<file path="src/rtl/alu_pwr_pkg.sv">
// Shared types and default constants for the ALU power/clock-gating sequencer.
package alu_pwr_pkg;

  typedef enum logic [2:0] {
    PWR_RUN     = 3'd0,
    PWR_CLAMP   = 3'd1,
    PWR_GATED   = 3'd2,
    PWR_UNGATE  = 3'd3,
    PWR_UNCLAMP = 3'd4
  } pwr_state_t;

  localparam int unsigned DEF_IDLE_CYCLES   = 16;
  localparam int unsigned DEF_CLAMP_SETTLE  = 2;
  localparam int unsigned DEF_UNGATE_SETTLE = 4;
  localparam int unsigned DEF_STAT_W        = 16;

  // The single window counter is shared by the idle and both settle windows,
  // so it must hold the largest load value of the three.
  function automatic int unsigned cnt_width(input int unsigned idle_cycles,
                                            input int unsigned ungate_settle,
                                            input int unsigned clamp_settle);
    int unsigned m;
    m = (idle_cycles > ungate_settle) ? idle_cycles : ungate_settle;
    m = (clamp_settle > m) ? clamp_settle : m;
    return $clog2(m + 1);
  endfunction

  localparam int unsigned DEF_CNT_W =
    cnt_width(DEF_IDLE_CYCLES, DEF_UNGATE_SETTLE, DEF_CLAMP_SETTLE);

endpackage

</file>
<file path="src/rtl/alu_pwr_cnt.sv">
// Loadable saturating down-counter with a done flag (count == 0).
module alu_pwr_cnt #(
  parameter int unsigned  W       = 5,
  parameter logic [W-1:0] RST_VAL = '0
) (
  input  logic         clk,
  input  logic         rst_n,
  input  logic         i_load,
  input  logic [W-1:0] i_load_val,
  input  logic         i_dec,
  output logic         o_done
);

  logic [W-1:0] r_count;

  always_ff @(posedge clk) begin
    if (!rst_n) begin
      r_count <= RST_VAL;
    end else if (i_load) begin
      r_count <= i_load_val;
    end else if (i_dec && (r_count != '0)) begin
      r_count <= r_count - W'(1);
    end
  end

  assign o_done = (r_count == '0);

endmodule

</file>
<file path="src/rtl/alu_pwr_seq.sv">
// ALU clock-dissolve sequencer: clamps before gating, ungates before unclamping.
// Optional statistics counters are built only when ALU_PWR_STATS_EN is defined.
module alu_pwr_seq
  import alu_pwr_pkg::*;
#(
  parameter int unsigned IDLE_CYCLES   = DEF_IDLE_CYCLES,
  parameter int unsigned CLAMP_SETTLE  = DEF_CLAMP_SETTLE,
  parameter int unsigned UNGATE_SETTLE = DEF_UNGATE_SETTLE,
  parameter int unsigned STAT_W        = DEF_STAT_W
) (
  input  logic              clk,
  input  logic              rst_n,
  input  logic              start_in,
  input  logic              sleep_req,
  input  logic              wake_req,
  input  logic              alu_busy,
  output logic              start_out,
  output logic              ready,
  output logic              diss_clk,
  output logic              clamp_en,
  output logic [2:0]        pwr_state,
  output logic [STAT_W-1:0] gate_events,
  output logic [STAT_W-1:0] gated_cycles
);

  localparam int unsigned CNT_W = cnt_width(IDLE_CYCLES, UNGATE_SETTLE, CLAMP_SETTLE);
  localparam logic [CNT_W-1:0] IDLE_LOAD   = CNT_W'(IDLE_CYCLES - 1);
  localparam logic [CNT_W-1:0] CLAMP_LOAD  = CNT_W'(CLAMP_SETTLE - 1);
  localparam logic [CNT_W-1:0] UNGATE_LOAD = CNT_W'(UNGATE_SETTLE - 1);

  // Handshake: an op transfers on a cycle where start_in && ready; the requester
  // holds start_in until then, so ops raised outside RUN wait for the first RUN cycle.

  pwr_state_t       r_state;
  pwr_state_t       w_next;
  logic             r_ready;
  logic             r_diss;
  logic             r_clamp;
  logic             w_idle;
  logic             w_wake;
  logic             w_load;
  logic [CNT_W-1:0] w_load_val;
  logic             w_dec;
  logic             w_cnt_done;

  assign w_idle = !alu_busy && !start_in;
  assign w_wake = start_in || wake_req;

  // In RUN the counter holds the idle cycles still needed; a fresh window is full.
  alu_pwr_cnt #(
    .W       (CNT_W),
    .RST_VAL (IDLE_LOAD)
  ) u_cnt (
    .clk        (clk),
    .rst_n      (rst_n),
    .i_load     (w_load),
    .i_load_val (w_load_val),
    .i_dec      (w_dec),
    .o_done     (w_cnt_done)
  );

  always_comb begin
    w_next     = r_state;
    w_load     = 1'b0;
    w_load_val = IDLE_LOAD;
    w_dec      = 1'b0;
    unique case (r_state)
      PWR_RUN: begin
        if (w_idle && (w_cnt_done || sleep_req)) begin
          w_next     = PWR_CLAMP;
          w_load     = 1'b1;
          w_load_val = CLAMP_LOAD;
        end else if (!w_idle) begin
          w_load = 1'b1;
        end else begin
          w_dec = 1'b1;
        end
      end
      PWR_CLAMP: begin
        if (w_wake) begin
          w_next = PWR_UNCLAMP;
        end else if (w_cnt_done) begin
          w_next = PWR_GATED;
        end else begin
          w_dec = 1'b1;
        end
      end
      PWR_GATED: begin
        if (w_wake) begin
          w_next     = PWR_UNGATE;
          w_load     = 1'b1;
          w_load_val = UNGATE_LOAD;
        end
      end
      PWR_UNGATE: begin
        if (w_cnt_done) w_next = PWR_UNCLAMP;
        else            w_dec  = 1'b1;
      end
      PWR_UNCLAMP: begin
        w_next = PWR_RUN;
        w_load = 1'b1;
      end
      default: begin
        w_next = PWR_RUN;
        w_load = 1'b1;
      end
    endcase
  end

  // Outputs are decoded from the next state into flops so diss_clk never glitches.
  always_ff @(posedge clk) begin
    if (!rst_n) begin
      r_state <= PWR_RUN;
      r_ready <= 1'b1;
      r_diss  <= 1'b0;
      r_clamp <= 1'b0;
    end else begin
      r_state <= w_next;
      r_ready <= (w_next == PWR_RUN);
      r_diss  <= (w_next == PWR_GATED);
      r_clamp <= (w_next == PWR_CLAMP) || (w_next == PWR_GATED) || (w_next == PWR_UNGATE);
    end
  end

  assign ready     = r_ready;
  assign diss_clk  = r_diss;
  assign clamp_en  = r_clamp;
  assign pwr_state = r_state;
  assign start_out = start_in && r_ready;

`ifdef ALU_PWR_STATS_EN
  logic              w_gate_entry;
  logic [STAT_W-1:0] r_gate_events;
  logic [STAT_W-1:0] r_gated_cycles;

  assign w_gate_entry = (r_state == PWR_CLAMP) && (w_next == PWR_GATED);

  always_ff @(posedge clk) begin
    if (!rst_n) begin
      r_gate_events  <= '0;
      r_gated_cycles <= '0;
    end else begin
      if (w_gate_entry && (r_gate_events != '1))
        r_gate_events <= r_gate_events + STAT_W'(1);
      if ((r_state == PWR_GATED) && (r_gated_cycles != '1))
        r_gated_cycles <= r_gated_cycles + STAT_W'(1);
    end
  end

  assign gate_events  = r_gate_events;
  assign gated_cycles = r_gated_cycles;
`else
  assign gate_events  = '0;
  assign gated_cycles = '0;
`endif

endmodule

</file>
<file path="config.mk">
export PLATFORM = sky130hd
export DESIGN_NAME = alu_pwr_seq
export DESIGN_NICKNAME = d
export VERILOG_FILES = /design/src/rtl/alu_pwr_pkg.sv /design/src/rtl/alu_pwr_cnt.sv /design/src/rtl/alu_pwr_seq.sv
export SDC_FILE = /design/constraint.sdc
export NUM_CORES = 1
export LEC_CHECK = 0
export ABC_AREA = 1
export BUFFER_PORTS_ARGS = -buffer_cell sky130_fd_sc_hd__buf_2
export CAP_MARGIN = 10
export CORE_AREA = 10 10 65 56
export CTS_CLUSTER_SIZE = 40
export DETAILED_ROUTE_END_ITERATION = 7
export DIE_AREA = 0 0 75 66
export GPL_TIMING_DRIVEN = 0
export MAX_ROUTING_LAYER = met4
export PLACE_DENSITY = 0.8
export SKIP_LAST_GASP = 1
export SLEW_MARGIN = 20
export SYNTH_ARGS = -nofsm -noshare
export SYNTH_HDL_FRONTEND = slang
export SYNTH_SLANG_ARGS = --single-unit
</file>
<file path="constraint.sdc">
create_clock -name clk -period 1.2 [get_ports clk]
set_input_delay 0.06 -clock clk [delete_from_list [all_inputs] [get_ports clk]]
set_output_delay 0.06 -clock clk [all_outputs]
set_load 0.1 [all_outputs]
</file>
## Yosys cells after proc, flatten, opt, wreduce, memory -nomap -nowiden

Cells that the tools add are included.
Widths: inputs -> output; s select.

- Output and inout port bits: 39
- Bits of input ports: 6
- Flip-flop bits (word level): 11
- Word-level logic and storage cells: 48

- Reductions and logical operators: 16
- Eq/ne operators: 6
- Mux-type cells: 20
- Add/sub/neg operators: 1

Operators by type and width:

| kind | number |
|---|---|
| $mux 3 | 5 |
| $eq 3x2->1 const B | 4 |
| $pmux 3 s4 | 1 |
| $mux 5 | 2 |
| $mux 4 | 2 |
| $pmux 4 s2 | 1 |
| $mux 1 | 7 |
| $eq 3x1->1 const B | 2 |
| $logic_not 3->1 | 2 |
| $pmux 1 s3 | 2 |
| $logic_not 5->1 | 1 |
| $reduce_bool 5->1 | 1 |
| $sub 5x1->5 const B | 1 |
| $logic_and 1x1->1 | 4 |
| $logic_or 1x1->1 | 4 |
| $logic_not 1->1 | 2 |
| $reduce_bool 2->1 | 1 |
| $reduce_or 2->1 | 1 |

## Logic depth before layout (Yosys ltp)

Gate-level depths: netlist of the first run.

- Word-level depth: 8
- Depth in mapped cells: 12
- Gate-level depth less buffers: 12

## Modules after synthesis

From an unflattened synthesis of the first run, not the netlist that was laid out.

- Cell total of the unflattened synthesis: 142
- Area total of the unflattened synthesis: 953.4 µm²

Modules (own cells, without submodules):

| module | cells each | instances | sequential area each (µm²) | area each (µm²) |
|---|---|---|---|---|
| alu_pwr_seq | 92 | 1 | 120.1 | 625.6 |
| alu_pwr_cnt | 50 | 1 | 100.1 | 327.8 |

## Worst setup path before layout of the first run

OpenSTA, ideal clock, no wires.

- Path type: register to register
- Start: register r_state[2] (netlist: pwr_state[2])
- End: register u_cnt.r_count[2]
- Setup time: 112 ps
- Arrival: 1789 ps
- Slack: -701 ps
- Buffers on the path: 0
- Data required time: 1088 ps
- Period minus slack after synthesis: 1901 ps
- Stages on the path, launching flop included: 10
- Cell sequence: dfxtp_1 -> inv_2 -> nand2_2 -> a21oi_1 -> nand2_1 -> nand4_4 -> inv_4 -> nand2_1 -> nand2_1 -> nand2_1

- Cells in the longest elaborated chain, start to end: 4
- Elaborated cells between the ends (all ways): 11
- Classes of those cells: eq/ne: 3; mux: 4; reduce/logical: 4

RTL lines:

| element | RTL line | text |
|---|---|---|
| start, declared | alu_pwr_seq.sv:34 | `pwr_state_t r_state;` |
| start signal, assigned | alu_pwr_seq.sv:118 | `r_state <= w_next;` |
| $eq 3x2->1, or another cell as far along | alu_pwr_seq.sv:67 | `unique case (r_state)` |
| $reduce_or 2->1 (no line) or $pmux 1 s3 (tied branches) | -- |  |
| $pmux 1 s3 or $logic_and 1x1->1 (tied branches) | alu_pwr_seq.sv:67, alu_pwr_cnt.sv:21 |  |
| $mux 5 or $reduce_bool 2->1 (tied branches) | -- |  |
| end signal, assigned | alu_pwr_cnt.sv:20 | `r_count <= i_load_val;` |
| end signal, assigned | alu_pwr_cnt.sv:22 | `r_count <= r_count - W'(1);` |
| end, declared | alu_pwr_cnt.sv:14 | `logic [W-1:0] r_count;` |

Parallel ways exist; a longest one is shown, timed or not.
A chain may end at the register's enable or synchronous reset.

## Worst setup path after layout of the first run

- Start: register u_cnt.r_count[0]
- End: register u_cnt.r_count[2]

- Cells in the longest elaborated chain, start to end: 7
- Elaborated cells between the ends (all ways): 17
- Classes of those cells: add/sub: 1; mux: 10; reduce/logical: 6

RTL lines:

| element | RTL line | text |
|---|---|---|
| $logic_not 5->1 | alu_pwr_cnt.sv:26 | `assign o_done = (r_count == '0);` |
| $logic_or 1x1->1 | alu_pwr_seq.sv:69 | `if (w_idle && (w_cnt_done \|\| sleep_req)) begin` |
| $logic_and 1x1->1 | alu_pwr_seq.sv:69 |  |
| $mux 1 | alu_pwr_seq.sv:69 |  |
| $pmux 1 s3 | alu_pwr_seq.sv:67 |  |
| $logic_and 1x1->1 | alu_pwr_cnt.sv:21 | `end else if (i_dec && (r_count != '0)) begin` |
| $reduce_bool 2->1 (no line) | -- |  |

Parallel ways exist; a longest one is shown, timed or not. The select of a mux whose other input is x is not followed.

==> results of run 1 <==
## cells by family (layout without fill, tap and decap cells)
family,after synthesis,count (layout),synth area share (%)
other,1,32,0.403
and+or+nand+nor,58,58,32.4
DFF,11,11,23.7
xor gates and xnor gates,2,2,1.88
adders and majority gates,2,2,2.69
AOI/OAI and AO/OA,7,7,4.57
buffers and inverters,52,74,34.4
## final cells by class
type,count,area [um2]
fillers,230,1070
multi-input cells,101,582
plain buffers,32,240
flip-flops and latches,11,236
repair buffers,18,110
inverters,20,86.3
well taps,27,33.8
clock buffers,4,26.3
## state kept, by name, indices dropped and copies added (netlist names)
| name | count |
|---|---|
| u_cnt.r_count | 5 |
| ready | 1 |
| clamp_en | 1 |
| pwr_state | 3 |
| diss_clk | 1 |
## critical path: cells and delay by family, from the launching register on
kind | cells | cell delay (ps)
adders and majority gates | 1 | 150
DFF | 1 | 350
buffers and inverters | 2 | 110
and+or+nand+nor | 9 | 660
## layout by cell type, fill, tap and decap left out
master	instances
dfxtp_4	4
nand2_4	3
nand4_4	1
nand4_1	2
buf_2	11
inv_4	3
nand3_2	2
nand2_2	8
nand3_1	7
nand2_1	17
ha_4	1
clkbuf_1	1
buf_4	38
inv_1	7
dfxtp_1	6
a21oi_2	3
and2_1	1
nor2_8	1
and3_4	1
o21ai_2	1
nor2_2	1
inv_2	9
xor2_1	2
dfxtp_2	1
dlygate4sd3_1	1
nor2_4	3
ha_1	1
clkbuf_4	3
conb_1	32
a21oi_1	3
nor3_1	1
nor2_1	10
clkinvlp_4	1
## path summary, 6_finish.rpt
check                    from                to  slack (ps)  cells after the start
max          u_cnt.r_count[0]  u_cnt.r_count[2]        -170                     12
min                  wake_req      pwr_state[1]         310                      6
max reg2reg  u_cnt.r_count[0]  u_cnt.r_count[2]        -170                     12
min reg2reg  u_cnt.r_count[0]  u_cnt.r_count[0]         500                      2
## per-stage QoR
stage	util [%]	hold WS, ps
floorplan	-	128
global placement	50.1	276
detailed placement	50.1	278
CTS	54.2	291
global route	55.2	358
finish	55.2	314
## power groups by stage
stage               clock [mW]  sequential [mW]  combinational [mW]
floorplan                    0            0.423               0.626
global placement             0            0.393               0.688
detailed placement           0            0.394               0.691
CTS                      0.259            0.385               0.715
global route             0.272            0.387               0.761
finish                   0.253            0.385               0.728
## timing repair
action,in CTS,in global routing
endpoints found under the hold margin,1,0
setup buffers,5,0
gates resized for setup,9,8
endpoints found under the setup margin,12,11
hold buffers,1,0
pin swaps,11,7
## layer usage
metal | share of wire [%] | wire length, um | vias up | GRT usage, %
met5 | 0 | 0 | - | -
met4 | 0.87 | 19 | 0 | 2.83
met3 | 6.0 | 130 | 2 | 2.10
met2 | 50 | 1100 | 36 | 14.9
met1 | 43 | 931 | 363 | 9.79
li1 | - | - | 450 | -
==> flow_summary.ini, run 1 <==
[hold_path]
worstHoldPathType = primary input to flop

[sta]
period_share_pct = 114
slew_viol_final = 0
hold_violations = 0
clock_skew_ps = 0.498
fin_tns_setup_ps = -1320
fmax_mhz = 732
rsz0062_at_grt = true
min_period_ps = 1370
final-setup-viol-count = 10
fin_ws_ps = -167

[synthesis]
ys_seq_area_share_pct = 23.7
syn_inst = 133
synth_cell_types = 22
yosysWarningCount = 0
async_reset_ff_share_pct = 0
avgSynthCellArea_um2 = 7.00
synthTopCellsByCount = buf_4 (32), nand2_1 (21), inv_1 (14)
synth-seq-cells = 11
synthTopCellsByArea = buf_4 (26%), dfxtp_1 (24%), nand2_1 (8.5%)
yosys_most_used_dff = dfxtp_1
synth_edf_count = 0
synth.most_common_cell = buf_4
yosysTopAreaCell = buf_4
synth_top_area_share_pct = 25.8
syn_area_um2 = 931

[floorplanning]
chipWidth_um = 75
fp.dieH_um = 66
pin_count = 45
core-area_um2 = 2380
row_count = 16
dieArea_um2 = 4950
start_util_pct = 39.1

[grt]
antenna_found_initial = 0
grt.overflow.total = 0
grt_pass1_vias = 776
grt_max_degree = 9
track_usage_pct = 8.75
grt_pass1_wl_mm = 3.40

[routing]
drt_first_iter_violations = 15
drc = 0
via_per_inst = 4.00
first_pass_iters = 5
antenna_left = 0
wl_per_cell_um = 10.2
totalWireLength_mm = 2.18
vias = 851

[place]
dp_hpwl_mm = 1.78
gp_congestion = 0.894
port_buffers = 12
placed_area_um2 = 1190
dp.cells = 203
dp_slack_ps = -264

[cts]
cts_tree = built
cts_made_buffers = 3
clock-sinks = 11
htreeDepth = 1
clk_path_buf_depth = 2
clkLatencyLatePin_ps = 270
clkTransAtPathRegs_ps = 70
cts_root_buf = clkbuf_4

[final_layout]
design_area_um2 = 1320
drive_gt1_share_pct = 51.1
nets = 195
fin_cells = 213
area_growth_pct = 41.3
antennaDiodeCount = 0

[power_and_ir_drop]
p_switching_uw = 724
p_clk_share_pct = 18.5
p_comb_share_pct = 53.3
power_leakage_nw = 0.759
p_total_mw = 1.37
internal-power_uw = 642
p_sw_share_pct = 53.0
p_seq_share_pct = 28.2
power_density_nw_per_um2 = 1040
ir_drop_mv = 0.632

[status]
violations = setup timing
status = finished with violations

[critical_path]
crit_path_cell_trace = inv_2 -> ha_4 -> inv_2 -> nor2_4 -> nand2_4 -> nand3_2 -> nand2_2 -> nand2_2 -> nand2_1 -> nand3_1 -> nand2_1 -> nand2_1
crit_arrival_ps = 1530
crit_fanout = 5
startpoint_type = flop
criticalPathCategory = flop to flop
end_kind = flop
slowest_stage = dfxtp_2
critical_path.max_stage_delay_ps = 350
critPathRequiredTime_ps = 1370
path_common_cell = nand2_1

[run]
drv_cap = 0
No activity file was read; power rests on OpenSTA's default activity.
==> run 2: changes to the inputs <==
--- a/config.mk
+++ b/config.mk
@@ -8,13 +8,13 @@
 export ABC_AREA = 1
 export BUFFER_PORTS_ARGS = -buffer_cell sky130_fd_sc_hd__buf_2
 export CAP_MARGIN = 10
-export CORE_AREA = 10 10 65 56
+export CORE_AREA = 10 10 60 52
 export CTS_CLUSTER_SIZE = 40
 export DETAILED_ROUTE_END_ITERATION = 7
-export DIE_AREA = 0 0 75 66
+export DIE_AREA = 0 0 70 62
 export GPL_TIMING_DRIVEN = 0
 export MAX_ROUTING_LAYER = met4
-export PLACE_DENSITY = 0.8
+export PLACE_DENSITY = 0.89
 export SKIP_LAST_GASP = 1
 export SLEW_MARGIN = 20
 export SYNTH_ARGS = -nofsm -noshare
==> constraint.sdc (replaced) <==
create_clock -name clk -period 1.65 [get_ports clk]
set_input_delay 0.0825 -clock clk [delete_from_list [all_inputs] [get_ports clk]]
set_output_delay 0.0825 -clock clk [all_outputs]
set_load 0.1 [all_outputs]
==> flow_summary.ini, run 2 (synthesized netlist as in run 1, its figures left out) <==
[sta]
final-setup-viol-count = 0
hold_violations = 0
fin_tns_setup_ps = 0
min_period_ps = 1480
period_share_pct = 89.9
clock_skew_ps = 3.99
fmax_mhz = 674
slew_viol_final = 0
rsz0062_at_grt = false

[cts]
clock-sinks = 11
htreeDepth = 1
clkLatencyLatePin_ps = 270
cts_tree = built
clkTransAtPathRegs_ps = 70
cts_made_buffers = 3
clk_path_buf_depth = 2
cts_root_buf = clkbuf_4

[grt]
track_usage_pct = 8.44
grt_pass1_vias = 668
grt_max_degree = 9
grt_pass1_wl_mm = 2.86
antenna_found_initial = 0
grt.overflow.total = 0

[power_and_ir_drop]
ir_drop_mv = 0.437
power_leakage_nw = 0.720
power_density_nw_per_um2 = 824

[final_layout]
design_area_um2 = 1170
nets = 189
area_growth_pct = 25.9
fillers = 197
final_core_util_pct = 57.8
drive_gt1_share_pct = 40.6
antennaDiodeCount = 0
regMostFlops = u_cnt.r_count
largest_register_ffs = 5
final_cell_mix = buf_4 (32), conb_1 (32), nand2_1 (21)

[place]
gp_congestion = 0.918
dp_hpwl_mm = 1.63
port_buffers = 12
placed_area_um2 = 1140

[critical_path]
critical_path.max_stage_delay_ps = 330
end_kind = flop
crit_path_cell_trace = inv_1 -> ha_1 -> inv_1 -> nor2_1 -> nand2_2 -> nand2_1 -> nand4_4 -> inv_4 -> nand2_1 -> nand2_1 -> nand2_1
rrSetupSlack_ps = 170
crit_start = u_cnt.r_count[0]
reg2reg_from = u_cnt.r_count[0]
worst-path-buf-inv = 3
path_common_cell = nand2_1
reg2regPathDepth = 11
critPathTopFamily = simple AND/OR/NAND/NOR gates
worst-path-stages = 11
critPathRequiredTime_ps = 1820
regToRegEndpoint = u_cnt.r_count[2]
startpoint_type = flop
crit_end = u_cnt.r_count[2]
crit_fanout = 8
crit_arrival_ps = 1660
criticalPathCategory = flop to flop
slowest_stage = dfxtp_2

[run]
drv_cap = 0

[routing]
drc = 0
antenna_left = 0
wl_per_cell_um = 9.29
drt_first_iter_violations = 51
via_per_inst = 3.82
totalWireLength_mm = 1.90
vias = 783
first_pass_iters = 4

[hold_path]
worstHoldPathType = primary input to flop

[floorplanning]
core-area_um2 = 2030
start_util_pct = 45.9
pin_count = 45
chipWidth_um = 70
dieArea_um2 = 4340
fp.dieH_um = 62
row_count = 15

[status]
status = finished, final reports clean
## run 2: changes by cell type in the layout (fill, tap and decap cells not counted), sizes merged
cell and delta:
clkinvlp -1, inv +1, buf -5, clkinv +1, clkbuf -1, dlygate4sd3 -1
## run 2: through the flow
| stage | setup WS, ps | cells | total power, mW | hold WS, ps |
|---|---|---|---|---|
| 5_1_grt | 5.15 | 205 | 1.01 | 25.3 |
| 4_1_cts | 144 | 205 | 0.969 | 14.7 |
| 3_3_place_gp | 202 | 201 | 0.784 | 297 |
| 6_report | 166 | 205 | 0.966 | 19.0 |
| 2_1_floorplan | 120 | 164 | 0.762 | 151 |
| 3_5_place_dp | 178 | 201 | 0.786 | 299 |
## run 2: metal layers
layer,GRT usage (%),part of all wire (%),vias to the layer above
met5,-,0,-
met4,5.06,1.9,0
met3,3.17,7.4,5
met2,13.9,50,20
met1,8.68,41,323
li1,-,-,435
## run 2: worst register-to-register path, cell delays in order (launching register included)
cell     delay (ps)
dfxtp_2         330
inv_1            90
ha_1            150
inv_1            40
nor2_1          100
nand2_2         100
nand2_1         150
nand4_4         170
inv_4           100
nand2_1          50
nand2_1          60
nand2_1          40
## run 2: layout make-up
class	instances	area (um2)	area share [%]
repair buffers	12	60.1	5.12
clock buffers	3	22.5	1.92
clock inverters	1	5.00	0.427
well taps	25	31.3	2.67
multi-input cells	101	507	43.2
plain buffers	32	240	20.5
flip-flops and latches	11	226	19.3
inverters	20	80.1	6.83
## run 2: repair_timing
action,CTS,global route
setup buffers,0,0
hold buffers,0,0
resized for setup,0,1
endpoints found under the hold margin,0,0
setup endpoints to repair,0,2
## run 2: power by group
group          total (mW)  internal [mW]  switching, mW
clock               0.180         0.0898         0.0906
combinational       0.502         0.0862          0.416
sequential          0.284          0.277        0.00737
total               0.966          0.453          0.514
## run 2: worst min path at each step
stage | start | end | slack, ps | cells past startpoint
finish | rst_n | u_cnt.r_count[2] | 20 | 2
global route | rst_n | ready | 30 | 2
CTS | rst_n | u_cnt.r_count[2] | 10 | 2
detailed placement | rst_n | u_cnt.r_count[2] | 300 | 2
global placement | rst_n | u_cnt.r_count[2] | 300 | 2
floorplan | rst_n | u_cnt.r_count[2] | 150 | 1
